## src/rtl/lock_pkg.sv

```systemverilog
// Shared types and helpers for the two-button lock supervisor: display state
// encoding, press-to-digit mapping and the timer width calculation.
package lock_pkg;

    typedef enum logic [2:0] {
        ST_ENTRY   = 3'd0,
        ST_CHECK   = 3'd1,
        ST_OPEN    = 3'd2,
        ST_LOCKOUT = 3'd3,
        ST_PROG    = 3'd4
    } state_e;

    localparam logic DIGIT_B0 = 1'b0;
    localparam logic DIGIT_B1 = 1'b1;

    function automatic int max3(input int a, input int b, input int c);
        int m;
        m = (a > b) ? a : b;
        return (m > c) ? m : c;
    endfunction

    // One timer serves the open window, lockout and entry timeout, so it is
    // sized for the longest of the three.
    function automatic int timer_width(input int a, input int b, input int c);
        return $clog2(max3(a, b, c) + 1);
    endfunction

    function automatic logic press_digit(input logic is_b1);
        return is_b1 ? DIGIT_B1 : DIGIT_B0;
    endfunction

endpackage

```

## src/rtl/lock_timer.sv

```systemverilog
// Loadable down-counter that stops at zero; shared by the open window,
// lockout period and partial-entry timeout of lock_supervisor.
module lock_timer #(
    parameter int TW = 5
) (
    input  logic          clk,
    input  logic          rst,
    input  logic          load,
    input  logic [TW-1:0] load_val,
    input  logic          en,
    output logic [TW-1:0] cnt,
    output logic          zero
);

    logic [TW-1:0] cnt_q;
    logic [TW-1:0] cnt_d;

    always_comb begin
        cnt_d = cnt_q;
        if (load) begin
            cnt_d = load_val;
        end else if (en && (cnt_q != '0)) begin
            cnt_d = cnt_q - TW'(1);
        end
    end

    always_ff @(posedge clk or posedge rst) begin
        if (rst) begin
            cnt_q <= '0;
        end else begin
            cnt_q <= cnt_d;
        end
    end

    assign cnt  = cnt_q;
    assign zero = (cnt_q == '0);

endmodule

```

## src/rtl/lock_supervisor.sv

```systemverilog
// Two-button code lock sequencer: press capture, code check, unlock window and
// failure lockout. Define LOCK_PROG_EN to add the prog port and code reprogramming.
module lock_supervisor
    import lock_pkg::*;
#(
    parameter int                  CODE_LEN = 4,
    parameter logic [CODE_LEN-1:0] CODE     = 4'b0101,
    parameter int                  OPEN_CYC = 8,
    parameter int                  MAX_FAIL = 3,
    parameter int                  LOCK_CYC = 16,
    parameter int                  ENTRY_TO = 10,
    localparam int                 FW       = $clog2(MAX_FAIL + 1)
) (
    input  logic          clk,
    input  logic          rst,
    input  logic          b0,
    input  logic          b1,
`ifdef LOCK_PROG_EN
    input  logic          prog,
`endif
    output logic          unlc,
    output logic          lockout,
    output logic [FW-1:0] fail_cnt,
    output logic [2:0]    st
);

    localparam int                TW        = timer_width(OPEN_CYC, LOCK_CYC, ENTRY_TO);
    localparam int                CW        = $clog2(CODE_LEN + 1);
    localparam logic [CW-1:0]     LAST_IDX  = CW'(CODE_LEN - 1);
    localparam logic [FW-1:0]     FAIL_MAX  = FW'(MAX_FAIL);
    localparam logic [FW-1:0]     FAIL_LAST = FW'(MAX_FAIL - 1);

    state_e              state_q, state_d;
    logic [CW-1:0]       cnt_q, cnt_d;
    logic [CODE_LEN-1:0] shift_q, shift_d;
    logic [FW-1:0]       fail_q, fail_d;
    logic                b0_q, b1_q;
    logic                unlc_q, unlc_d;
    logic                lockout_q, lockout_d;

    logic                press0, press1, abort, single, digit;
    logic [CODE_LEN-1:0] shift_next;
    logic [CODE_LEN-1:0] ref_code;

    logic                tmr_load;
    logic [TW-1:0]       tmr_load_val;
    logic                tmr_en;
    logic [TW-1:0]       tmr_cnt;
    logic                tmr_zero;

`ifdef LOCK_PROG_EN
    logic [CODE_LEN-1:0] code_q, code_d;
    assign ref_code = code_q;
`else
    assign ref_code = CODE;
`endif

    assign press0 = b0 & ~b0_q;
    assign press1 = b1 & ~b1_q;
    assign abort  = press0 & press1;
    assign single = press0 ^ press1;
    assign digit  = press_digit(press1);

    always_comb begin
        shift_next    = shift_q << 1;
        shift_next[0] = digit;
    end

    lock_timer #(
        .TW(TW)
    ) u_timer (
        .clk     (clk),
        .rst     (rst),
        .load    (tmr_load),
        .load_val(tmr_load_val),
        .en      (tmr_en),
        .cnt     (tmr_cnt),
        .zero    (tmr_zero)
    );

    // NOTE: every signal gets a default before the case so no path leaves it
    // unassigned; otherwise synthesis infers a latch.
    always_comb begin
        state_d      = state_q;
        cnt_d        = cnt_q;
        shift_d      = shift_q;
        fail_d       = fail_q;
        tmr_load     = 1'b0;
        tmr_load_val = '0;
        tmr_en       = 1'b0;
`ifdef LOCK_PROG_EN
        code_d       = code_q;
`endif

        unique case (state_q)
            ST_ENTRY: begin
                if (abort) begin
                    cnt_d   = '0;
                    shift_d = '0;
                end else if (single) begin
                    shift_d      = shift_next;
                    tmr_load     = 1'b1;
                    tmr_load_val = TW'(ENTRY_TO);
                    if (cnt_q == LAST_IDX) begin
                        cnt_d   = '0;
                        state_d = ST_CHECK;
                    end else begin
                        cnt_d = cnt_q + CW'(1);
                    end
                end else if (cnt_q != '0) begin
                    // Discard on the idle cycle that takes the timer to zero.
                    tmr_en = 1'b1;
                    if (tmr_cnt <= TW'(1)) begin
                        cnt_d   = '0;
                        shift_d = '0;
                    end
                end
            end

            ST_CHECK: begin
                if (shift_q == ref_code) begin
                    state_d      = ST_OPEN;
                    tmr_load     = 1'b1;
                    tmr_load_val = TW'(OPEN_CYC - 1);
                    fail_d       = '0;
                end else if (fail_q == FAIL_LAST) begin
                    state_d      = ST_LOCKOUT;
                    tmr_load     = 1'b1;
                    tmr_load_val = TW'(LOCK_CYC - 1);
                    fail_d       = FAIL_MAX;
                end else begin
                    state_d = ST_ENTRY;
                    fail_d  = fail_q + FW'(1);
                end
            end

            ST_OPEN: begin
                tmr_en = 1'b1;
                if (abort) begin
                    state_d = ST_ENTRY;
`ifdef LOCK_PROG_EN
                end else if (prog) begin
                    state_d = ST_PROG;
                    cnt_d   = '0;
`endif
                end else if (tmr_zero) begin
                    state_d = ST_ENTRY;
                end
            end

            ST_LOCKOUT: begin
                tmr_en = 1'b1;
                if (tmr_zero) begin
                    state_d = ST_ENTRY;
                    fail_d  = '0;
                end
            end

`ifdef LOCK_PROG_EN
            ST_PROG: begin
                if (abort) begin
                    state_d = ST_ENTRY;
                    cnt_d   = '0;
                end else if (single) begin
                    shift_d = shift_next;
                    if (cnt_q == LAST_IDX) begin
                        code_d  = shift_next;
                        cnt_d   = '0;
                        state_d = ST_ENTRY;
                    end else begin
                        cnt_d = cnt_q + CW'(1);
                    end
                end
            end
`endif

            default: begin
                state_d = ST_ENTRY;
                cnt_d   = '0;
            end
        endcase
    end

    always_comb begin
        unlc_d    = (state_d == ST_OPEN);
`ifdef LOCK_PROG_EN
        unlc_d    = unlc_d | (state_d == ST_PROG);
`endif
        lockout_d = (state_d == ST_LOCKOUT);
    end

    // NOTE: state flops use non-blocking assignments so every flop samples the
    // pre-edge values regardless of statement order.
    always_ff @(posedge clk or posedge rst) begin
        if (rst) begin
            state_q   <= ST_ENTRY;
            cnt_q     <= '0;
            shift_q   <= '0;
            fail_q    <= '0;
            b0_q      <= 1'b0;
            b1_q      <= 1'b0;
            unlc_q    <= 1'b0;
            lockout_q <= 1'b0;
`ifdef LOCK_PROG_EN
            code_q    <= CODE;
`endif
        end else begin
            state_q   <= state_d;
            cnt_q     <= cnt_d;
            shift_q   <= shift_d;
            fail_q    <= fail_d;
            b0_q      <= b0;
            b1_q      <= b1;
            unlc_q    <= unlc_d;
            lockout_q <= lockout_d;
`ifdef LOCK_PROG_EN
            code_q    <= code_d;
`endif
        end
    end

    assign unlc     = unlc_q;
    assign lockout  = lockout_q;
    assign fail_cnt = fail_q;
    assign st       = state_q;

endmodule

```

## config.mk

```make
export PLATFORM = sky130hd
export DESIGN_NAME = lock_supervisor
export DESIGN_NICKNAME = d
export VERILOG_FILES = /design/src/rtl/lock_pkg.sv /design/src/rtl/lock_timer.sv /design/src/rtl/lock_supervisor.sv
export SDC_FILE = /design/constraint.sdc
export NUM_CORES = 1
export LEC_CHECK = 0
export BUFFER_PORTS_ARGS = -buffer_cell sky130_fd_sc_hd__buf_2
export CAP_MARGIN = 40
export CORE_UTILIZATION = 58
export CTS_CLUSTER_SIZE = 10
export DETAILED_ROUTE_END_ITERATION = 10
export PLACE_DENSITY = 0.89
export SYNTH_ARGS = -nofsm -noshare
export SYNTH_HDL_FRONTEND = slang
export SYNTH_HIERARCHICAL = 1
export SYNTH_SLANG_ARGS = --single-unit
export TNS_END_PERCENT = 5
```

## constraint.sdc

```tcl
create_clock -name clk -period 2.55 [get_ports clk]
set_input_delay 0.51 -clock clk [delete_from_list [all_inputs] [get_ports clk]]
set_output_delay 0.51 -clock clk [all_outputs]
set_load 0.005 [all_outputs]
```

# Word-level counts from Yosys, hierarchy flattened
# Cells that the tools add are included.
# W data, S select, Z words.
# totals
mem_bits_ro	0
ramBits	0
memories	0
latchBits	0
out_inout_bits	7
word_cells	84
inputBits	4
regBits	21
# op_classes
n_reduce_logical	14
multipliers	0
muxes	39
add_sub_neg	3
n_shift	0
magnitude_cmp	1
bitwise	7
eq_ne	11
div	0
# op_table
cell	n
$mux W4	8
$mux W3	10
$eq A3 B2 Y1 const B	5
$pmux W3 S4	1
$mux W2	5
$mux W5	2
$reduce_bool A3 Y1	3
$mux W1	8
$ne A4 B4 Y1 const B	2
$pmux W4 S2	1
$pmux W3 S2	1
$reduce_and A3 Y1	2
$le A5 B1 Y1 const B	1
$logic_not A5 Y1	1
$reduce_bool A5 Y1	1
$sub A5 B1 Y5 const B	1
$eq A4 B3 Y1 const B	1
$pmux W1 S2	2
$pmux W2 S2	1
$reduce_bool A2 Y1	2
$add A3 B1 Y3 const B	1
$and A1 B1 Y1	3
$eq A3 B1 Y1 const B	1
$logic_not A3 Y1	1
9 further kinds	11

# Longest topological paths before layout
# Gate-level depths: netlist of run 1.
# depth
ltp_word	9
ltp_mapped	9
depth_no_buf	9

# Modules after synthesis
# The synthesis of run 1 kept the hierarchy.
# modules_own_cells
mod	cells_per_inst	instances	seq_area_each_um2	area_each_um2
lock_supervisor	93	1	400.4	953.4
lock_timer	33	1	125.1	302.8

# Worst setup path before layout of run 1
# Ideal clock, no wire load.
# synth_timing
path_type	in2reg
start	input port b0
end	register u_timer.cnt_q[3] (netlist: u_timer/cnt[3])
arrival_time_ns	2.300
setup_time_ns	0.073
setup_slack_ns	0.177
required_time_ns	2.477
path_stages	8
n_path_buf	0
cell_sequence	nor2b_1 -> ha_1 -> nor3_1 -> a21oi_1 -> nor2_1 -> or4b_1 -> or3_1 -> a21oi_2
# synth_between
elab_chain_len	7
elab_cells_between_ends	15
cone_classes	mux: 10; bitwise: 3; reduce/logical: 2
# synth_rtl
item	line_no	text
start, declared	lock_supervisor.sv:16	input logic b0,
$and A1 B1 Y1 (*)	lock_supervisor.sv:58	assign press0 = b0 & ~b0_q;
$xor A1 B1 Y1	lock_supervisor.sv:61	assign single = press0 ^ press1;
$mux W1	lock_supervisor.sv:100	end else if (single) begin
$mux W1 (*)	lock_supervisor.sv:97	if (abort) begin
$pmux W1 S2 (*)	lock_supervisor.sv:95	unique case (state_q)
named net tmr_en	lock_supervisor.sv:47	logic tmr_en;
$logic_and A1 B1 Y1 (*)	lock_timer.sv:22	end else if (en && (cnt_q != '0)) begin
$reduce_bool A2 Y1 (no source line) (*)	-	
end signal, assigned	lock_timer.sv:31	cnt_q <= cnt_d;
end, declared	lock_timer.sv:15	logic [TW-1:0] cnt_q;
# The timed path passes the listed nets; every way through them passes the cells marked *.
# A chain may end at the register's enable or synchronous reset.

# Worst setup path after layout of run 1
# layout_timing
start	register b1_q
end	register u_timer.cnt_q[3] (netlist: u_timer/cnt[3])
# layout_between
elab_chain_len	8
elab_cells_between_ends	16
cone_classes	mux: 10; bitwise: 4; reduce/logical: 2
# layout_rtl
item	line_no	text
start, declared	lock_supervisor.sv:37	logic b0_q, b1_q;
start signal, assigned	lock_supervisor.sv:201	b1_q <= 1'b0;
start signal, assigned	lock_supervisor.sv:213	b1_q <= b1;
$not A1 Y1 (*)	lock_supervisor.sv:59	assign press1 = b1 & ~b1_q;
$and A1 B1 Y1 (*)	lock_supervisor.sv:59	
$xor A1 B1 Y1	lock_supervisor.sv:61	
$mux W1	lock_supervisor.sv:100	
$mux W1 (*)	lock_supervisor.sv:97	
$pmux W1 S2 (*)	lock_supervisor.sv:95	
named net tmr_en	lock_supervisor.sv:47	
$logic_and A1 B1 Y1 (*)	lock_timer.sv:22	
$reduce_bool A2 Y1 (no source line) (*)	-	
# Marked as above.

==> results of run 1 <==
==> routing by layer <==
layer | routed length (um) | GRT usage [%]
met3 | 52 | 3.14
met1 | 1120 | 29.0
met4 | 14 | 6.86
met2 | 1310 | 44.8
met5 | 0 | 0
==> worst paths after layout <==
kind | from | end | slack [ns] | cells after the start
min reg2reg | shift_q[3]$_DFFE_PP0P_ | shift_q[3]$_DFFE_PP0P_ | 0.55 | 2
max in group asynchronous | rst | cnt_q[0]$_DFFE_PP0P_ | 1.88 | 2
max reg2reg | b1_q$_DFF_PP0_ | u_timer/cnt[3]$_DFFE_PP0P_ | 0.21 | 9
min | rst | u_timer/cnt[4]$_DFFE_PP0P_ | 0.1 | 2
max | b1_q$_DFF_PP0_ | u_timer/cnt[3]$_DFFE_PP0P_ | 0.21 | 9
min in group clk | b0 | b0_q$_DFF_PP0_ | 0.31 | 1
==> logic make-up after synthesis <==
| family | synth area share [%] |
|---|---|
| other | 0.299 |
| AND/OR/NAND/NOR | 22.1 |
| adder cells (fa/ha/maj) | 6.97 |
| flip-flops | 41.8 |
| AO/OA/AOI/OAI | 18.4 |
| buffers and inverters | 6.77 |
| multiplexers | 3.59 |
==> metrics by stage <==
step                cell area, um2  utilization (%)
floorplan                     1260                -
global placement              1340             66.8
detailed placement            1340             66.8
CTS                           1370             68.2
global route                  1370             68.2
finish                        1370             68.2
==> where the power goes <==
part           switching (uW)  internal, uW
Clock                     106          58.4
Sequential               52.9           368
Combinational            80.4          71.7
==> worst register-to-register path, stage by stage (launching register included) <==
cell and delay (ns):
dfrtp_1 0.39, nand2b_1 0.16, inv_1 0.09, ha_1 0.27, nor3_1 0.20, a21oi_1 0.09
nor2_1 0.13, or4b_1 0.48, or3_1 0.35, a21oi_2 0.12
==> final cells by class <==
class | instances | area [um2] | area share [%]
clock buffers | 3 | 22.5 | 1.65
clock inverters | 1 | 5.00 | 0.367
inverters | 17 | 63.8 | 4.67
multi-input cells | 85 | 649 | 47.6
flip-flops and latches | 21 | 526 | 38.5
well taps | 27 | 33.8 | 2.47
repair buffers | 12 | 65.1 | 4.77
==> cell usage in the layout, fill, tap and decap left out, types with 4 or more instances in the layout <==
cell type	count
nor2b_1	7
nor2_1	4
dfrtp_1	21
inv_1	17
nand2b_1	5
o21ai_0	4
ha_1	7
buf_2	10
nand2_1	11
a21oi_1	6
==> flip-flops by register name, indices dropped and copies added, names as in the netlist <==
name,flops
fail_cnt,2
lockout,1
shift_q,4
b0_q,1
u_timer/cnt,5
cnt_q,3
b1_q,1
st,3
unlc,1
==> flow_metrics.env, run 1 <==
export IMPL_worst_setup_path_end_kind="flip-flop"
export IMPL_ys_flop_type="dfrtp_1"
export IMPL_n_antenna_cell=0
export IMPL_dp_slack_ns=0.0171
export IMPL_setup_violations=0
export IMPL_period_share_pct=91.8
export IMPL_worst_hold_path_type="in -> async"
export IMPL_rsz0062_at_grt="no"
export IMPL_hold_ws_ns=0.0989
export IMPL_routabilityCongestion=0.873
export IMPL_critPathKind="reg -> reg"
export IMPL_hold_viol=0
export IMPL_crit_buf_inv=1
export IMPL_outcome="finished, final reports clean"
export IMPL_min_period_ns=2.34
export IMPL_first_iter_violations=10
export IMPL_area_delta_synth_final_pct=8.67
export IMPL_synth_area_top_cells="dfrtp_1 42%, ha_1 7.0%, inv_1 5.1%, nor2b_1 3.5%, nand2_1 3.3%"
export IMPL_grt_pass1_vias=1024
export IMPL_crit_arrival_ns=2.58
export IMPL_post_cts_setup_buffers=0
export IMPL_yosysMostFrequentCell="dfrtp_1"
export IMPL_synthesis_area_um2=1260
export IMPL_grt_pass1_wl_um=4420
export IMPL_dieArea_um2=2360
export IMPL_wire_per_inst_um=15.0
export IMPL_ir_worst_vdd_uv=368
export IMPL_drive_gt1_share_pct=17.3
export IMPL_synth_top_area_share_pct=41.8
export IMPL_clock_sinks=21
export IMPL_ant_nets=0
export IMPL_die_w_um=48.5
export IMPL_drc=0
export IMPL_yosysSeqAreaShare_pct=41.8
export IMPL_clkTransAtPathRegs_ns=0.13
export IMPL_slew_headroom_pct=58.4
export IMPL_syn_inst=126
export IMPL_cts_buffer_depth=2
export IMPL_synthDistinctLibCells=43
export IMPL_num_io_pins=11
export IMPL_max_stage_delay_ns=0.48
export IMPL_vias_per_cell=5.84
export IMPL_core_area_um2=2000
export IMPL_synth_area_per_cell_um2=9.97
export IMPL_ys_warn_count=6
export IMPL_numPortBuffers=10
export IMPL_finalSetupTns_ns=0
export IMPL_final_max_slew_viol_count=0
export IMPL_maxCapViolCount=0
export IMPL_yosysTopAreaCell="dfrtp_1"
export IMPL_antenna_found_initial=0
export IMPL_dr_total_vias=969
export IMPL_worstPathCellList="nand2b_1 > inv_1 > ha_1 > nor3_1 > a21oi_1 > nor2_1 > or4b_1 > or3_1 > a21oi_2"
export IMPL_synth_seq_cells=21
export IMPL_critPathRequiredTime_ns=2.79
export IMPL_clkLatencyLatePin_ns=0.30
export IMPL_track_usage_pct=24.1
export IMPL_power_uw=737
export IMPL_worstMarginPinSlew_ns=0.624
export IMPL_grt_overflow_total=0
export IMPL_cts_tree="built"
export IMPL_routed_wl_um=2500
export IMPL_skew_ns=0.00785
export IMPL_synthTopCellsByCount="21 x dfrtp_1, 17 x inv_1, 11 x nand2_1"
export IMPL_grt_start_max_net_pins=17
export IMPL_fill_cells=159
export IMPL_timing_fmax_mhz=427
export IMPL_path_delay_family="simple AND/OR/NAND/NOR gates"
export IMPL_p_leak_uw=0.000682
export IMPL_dr_pass1_iters=4
export IMPL_clock_root_buffer="clkbuf_4"
export IMPL_final_cell_count_no_fill=166
export IMPL_placed_cells=162
export IMPL_initial_core_util_pct=62.8
export IMPL_cp_slowest_cell="or4b_1"
export IMPL_power_density_nw_per_um2=540
export IMPL_ys_async_sr_fraction_pct=100
export IMPL_synth_edf_count=0
export IMPL_worstPathMaxFanout=4
export IMPL_dp_hpwl_um=1930
export IMPL_fin_nets=151
export IMPL_finalWorstSetupSlack_ns=0.209
export IMPL_dieHeight_um=48.5
export IMPL_ctsHoldBuffers=0
export IMPL_worstSetupStartpointType="flip-flop"
export IMPL_htreeDepth=1
export IMPL_numCtsBuffers=3
export IMPL_post_cts_resized=0
export IMPL_rows=16
Note: power is estimated with default switching activity, not from simulation.
==> inputs of run 2 (changes only) <==
Settings changed: ABC_AREA set to 1, SKIP_LAST_GASP set to 1.
==> flow_metrics.env, run 2 <==
export IMPL_ctsHoldBuffers=0
export IMPL_first_iter_violations=25
export IMPL_die_w_um=49.3
export IMPL_critPathRequiredTime_ns=2.76
export IMPL_final_common_cell="nand2_1"
export IMPL_core_area_um2=2040
export IMPL_synth_edf_count=0
export IMPL_grt_start_max_net_pins=17
export IMPL_ys_warn_count=6
export IMPL_cts_tree="built"
export IMPL_wire_per_inst_um=11.8
export IMPL_dr_pass1_iters=6
export IMPL_worstMarginPinSlew_ns=0.591
export IMPL_dr_total_vias=1108
export IMPL_fin_nets=196
export IMPL_dieHeight_um=49.3
export IMPL_n_antenna_cell=0
export IMPL_post_dp_cell_area_um2=1390
export IMPL_area_delta_synth_final_pct=8.85
export IMPL_finalSetupTns_ns=0
export IMPL_htreeDepth=1
export IMPL_track_usage_pct=23.6
export IMPL_num_io_pins=11
export IMPL_synth_compound_area_share_pct=6.74
export IMPL_max_stage_delay_ns=0.47
export IMPL_largest_reg_flops=5
export IMPL_fill_cells=173
export IMPL_rsz0062_at_grt="no"
export IMPL_most_common_layout_cells="43 x nand2_1, 26 x inv_1, 21 x dfrtp_1"
export IMPL_numCtsBuffers=3
export IMPL_design_area_um2=1420
export IMPL_ant_nets=0
export IMPL_worst_setup_path_end_kind="flip-flop"
export IMPL_synthAdderAreaFrac_pct=6.74
export IMPL_outcome="finished, final reports clean"
export IMPL_clock_sinks=21
export IMPL_rows=16
export IMPL_dp_slack_ns=0.608
export IMPL_worst_hold_path_type="in -> async"
export IMPL_yosysSeqAreaShare_pct=40.4
export IMPL_worstPathCellList="nor2_2 > nand2_4 > clkinv_4 > nand2_1 > nand2_1 > inv_2 > o21ai_0 > nand2_1 > nand2_1 > nand2_1"
export IMPL_timing_fmax_mhz=580
export IMPL_ir_worst_vdd_uv=442
export IMPL_final_max_slew_viol_count=0
export IMPL_cts_buffer_depth=2
export IMPL_syn_inst=169
export IMPL_antenna_found_initial=0
export IMPL_clkTransAtPathRegs_ns=0.12
export IMPL_grt_pass1_wl_um=4350
export IMPL_maxCapViolCount=0
export IMPL_min_period_ns=1.73
export IMPL_routed_wl_um=2490
export IMPL_hold_viol=0
export IMPL_post_cts_setup_buffers=0
export IMPL_crit_arrival_ns=1.93
export IMPL_synth_area_top_cells="dfrtp_1 40%, nand2_1 12%, inv_1 7.5%, nand3_1 6.9%, ha_1 6.7%"
export IMPL_crit_buf_inv=2
export IMPL_worstPathMaxFanout=9
export IMPL_synthTopCellsByCount="43 x nand2_1, 26 x inv_1, 21 x dfrtp_1"
export IMPL_synth_top_area_share_pct=40.4
export IMPL_clkLatencyLatePin_ns=0.31
export IMPL_muxShareOfSynthArea_pct=0
export IMPL_finalWorstSetupSlack_ns=0.825
export IMPL_post_cts_resized=0
export IMPL_power_density_nw_per_um2=619
export IMPL_dieArea_um2=2430
export IMPL_placed_cells=207
export IMPL_synth_simple_gate_area_share_pct=36.3
export IMPL_synthesis_area_um2=1300
export IMPL_synthDistinctLibCells=23
export IMPL_synth_xor_area_share_pct=0
export IMPL_critPathKind="reg -> reg"
export IMPL_ys_flop_type="dfrtp_1"
export IMPL_grt_overflow_total=0
export IMPL_ys_async_sr_fraction_pct=100
export IMPL_initial_core_util_pct=63.7
export IMPL_cp_slowest_cell="dfrtp_1"
export IMPL_setup_violations=0
export IMPL_p_leak_uw=0.000804
export IMPL_numPortBuffers=10
export IMPL_skew_ns=0.00797
export IMPL_synth_top_family_by_area="simple AND/OR/NAND/NOR gates"
export IMPL_crit_top_cell="nand2_1"
export IMPL_vias_per_cell=5.25
export IMPL_clock_root_buffer="clkbuf_4"
export IMPL_yosysMostFrequentCell="nand2_1"
export IMPL_final_cell_count_no_fill=211
export IMPL_slew_headroom_pct=60.5
export IMPL_drc=0
export IMPL_worstSetupStartpointType="flip-flop"
export IMPL_synth_seq_cells=21
export IMPL_routabilityCongestion=0.818
export IMPL_period_share_pct=67.7
export IMPL_path_delay_family="simple AND/OR/NAND/NOR gates"
export IMPL_drive_gt1_share_pct=21.7
export IMPL_yosysTopAreaCell="dfrtp_1"
export IMPL_dp_hpwl_um=1880
export IMPL_grt_pass1_vias=1081
export IMPL_synth_area_per_cell_um2=7.69
run 2: cells by family (layout without fill, tap and decap cells):
family	Yosys count	count (layout)
AO/OA/AOI/OAI	13	13
adder cells (fa/ha/maj)	7	7
buffers and inverters	31	45
flip-flops	21	21
other	1	2
AND/OR/NAND/NOR	96	96
run 2: path summary, 6_finish.rpt:
path,from,to,slack [ns],depth (start not counted)
max,st[0]$_DFF_PP0_,u_timer/cnt[2]$_DFFE_PP0P_,0.82,10
min,rst,u_timer/cnt[1]$_DFFE_PP0P_,0.08,2
max reg2reg,st[0]$_DFF_PP0_,u_timer/cnt[2]$_DFFE_PP0P_,0.82,10
min reg2reg,shift_q[3]$_DFFE_PP0P_,shift_q[3]$_DFFE_PP0P_,0.51,2
max in group asynchronous,rst,shift_q[0]$_DFFE_PP0P_,1.92,2
min in group clk,b1,b1_q$_DFF_PP0_,0.31,1
run 2: worst reg2reg max path: cells and delay by family (launching register included):
kind,cells,cell delay [ns]
compound gates,1,0.09
flops,1,0.47
simple gates,7,0.85
buf+inv,2,0.21
run 2: area by class of cell:
class	instances	area, um2	share of cell area [%]
clock buffer	3	22.5	1.59
timing repair buffer	10	50.0	3.54
sequential	21	526	37.1
multi-input combinational	118	654	46.2
clock inverter	1	5.00	0.354
tap	27	33.8	2.39
inverter	31	124	8.75
run 2: layer usage:
| layer | track usage, % | wire length, um | vias up |
|---|---|---|---|
| li1 | - | - | 558 |
| met1 | 27.5 | 1090 | 509 |
| met2 | 41.3 | 1250 | 34 |
| met3 | 4.36 | 102 | 7 |
| met4 | 10.8 | 56 | 0 |
| met5 | 0 | 0 | - |
run 2: metrics by stage:
step                      total power, uW  utilization (%)  hold slack, ns
after floorplan                       645                -           0.289
after global placement                695             68.0           0.428
after detailed placement              709             68.0           0.434
after CTS                             872             69.3          0.0861
after global routing                  930             69.3          0.0898
final                                 876             69.3          0.0787
run 2: power breakdown:
| part | switching [uW] | total [uW] | leakage [uW] | internal (uW) |
|---|---|---|---|---|
| Sequential | 43.8 | 419 | 0.000277 | 375 |
| Combinational | 192 | 295 | 0.000509 | 103 |
| Clock | 104 | 163 | 0.0000177 | 58.7 |
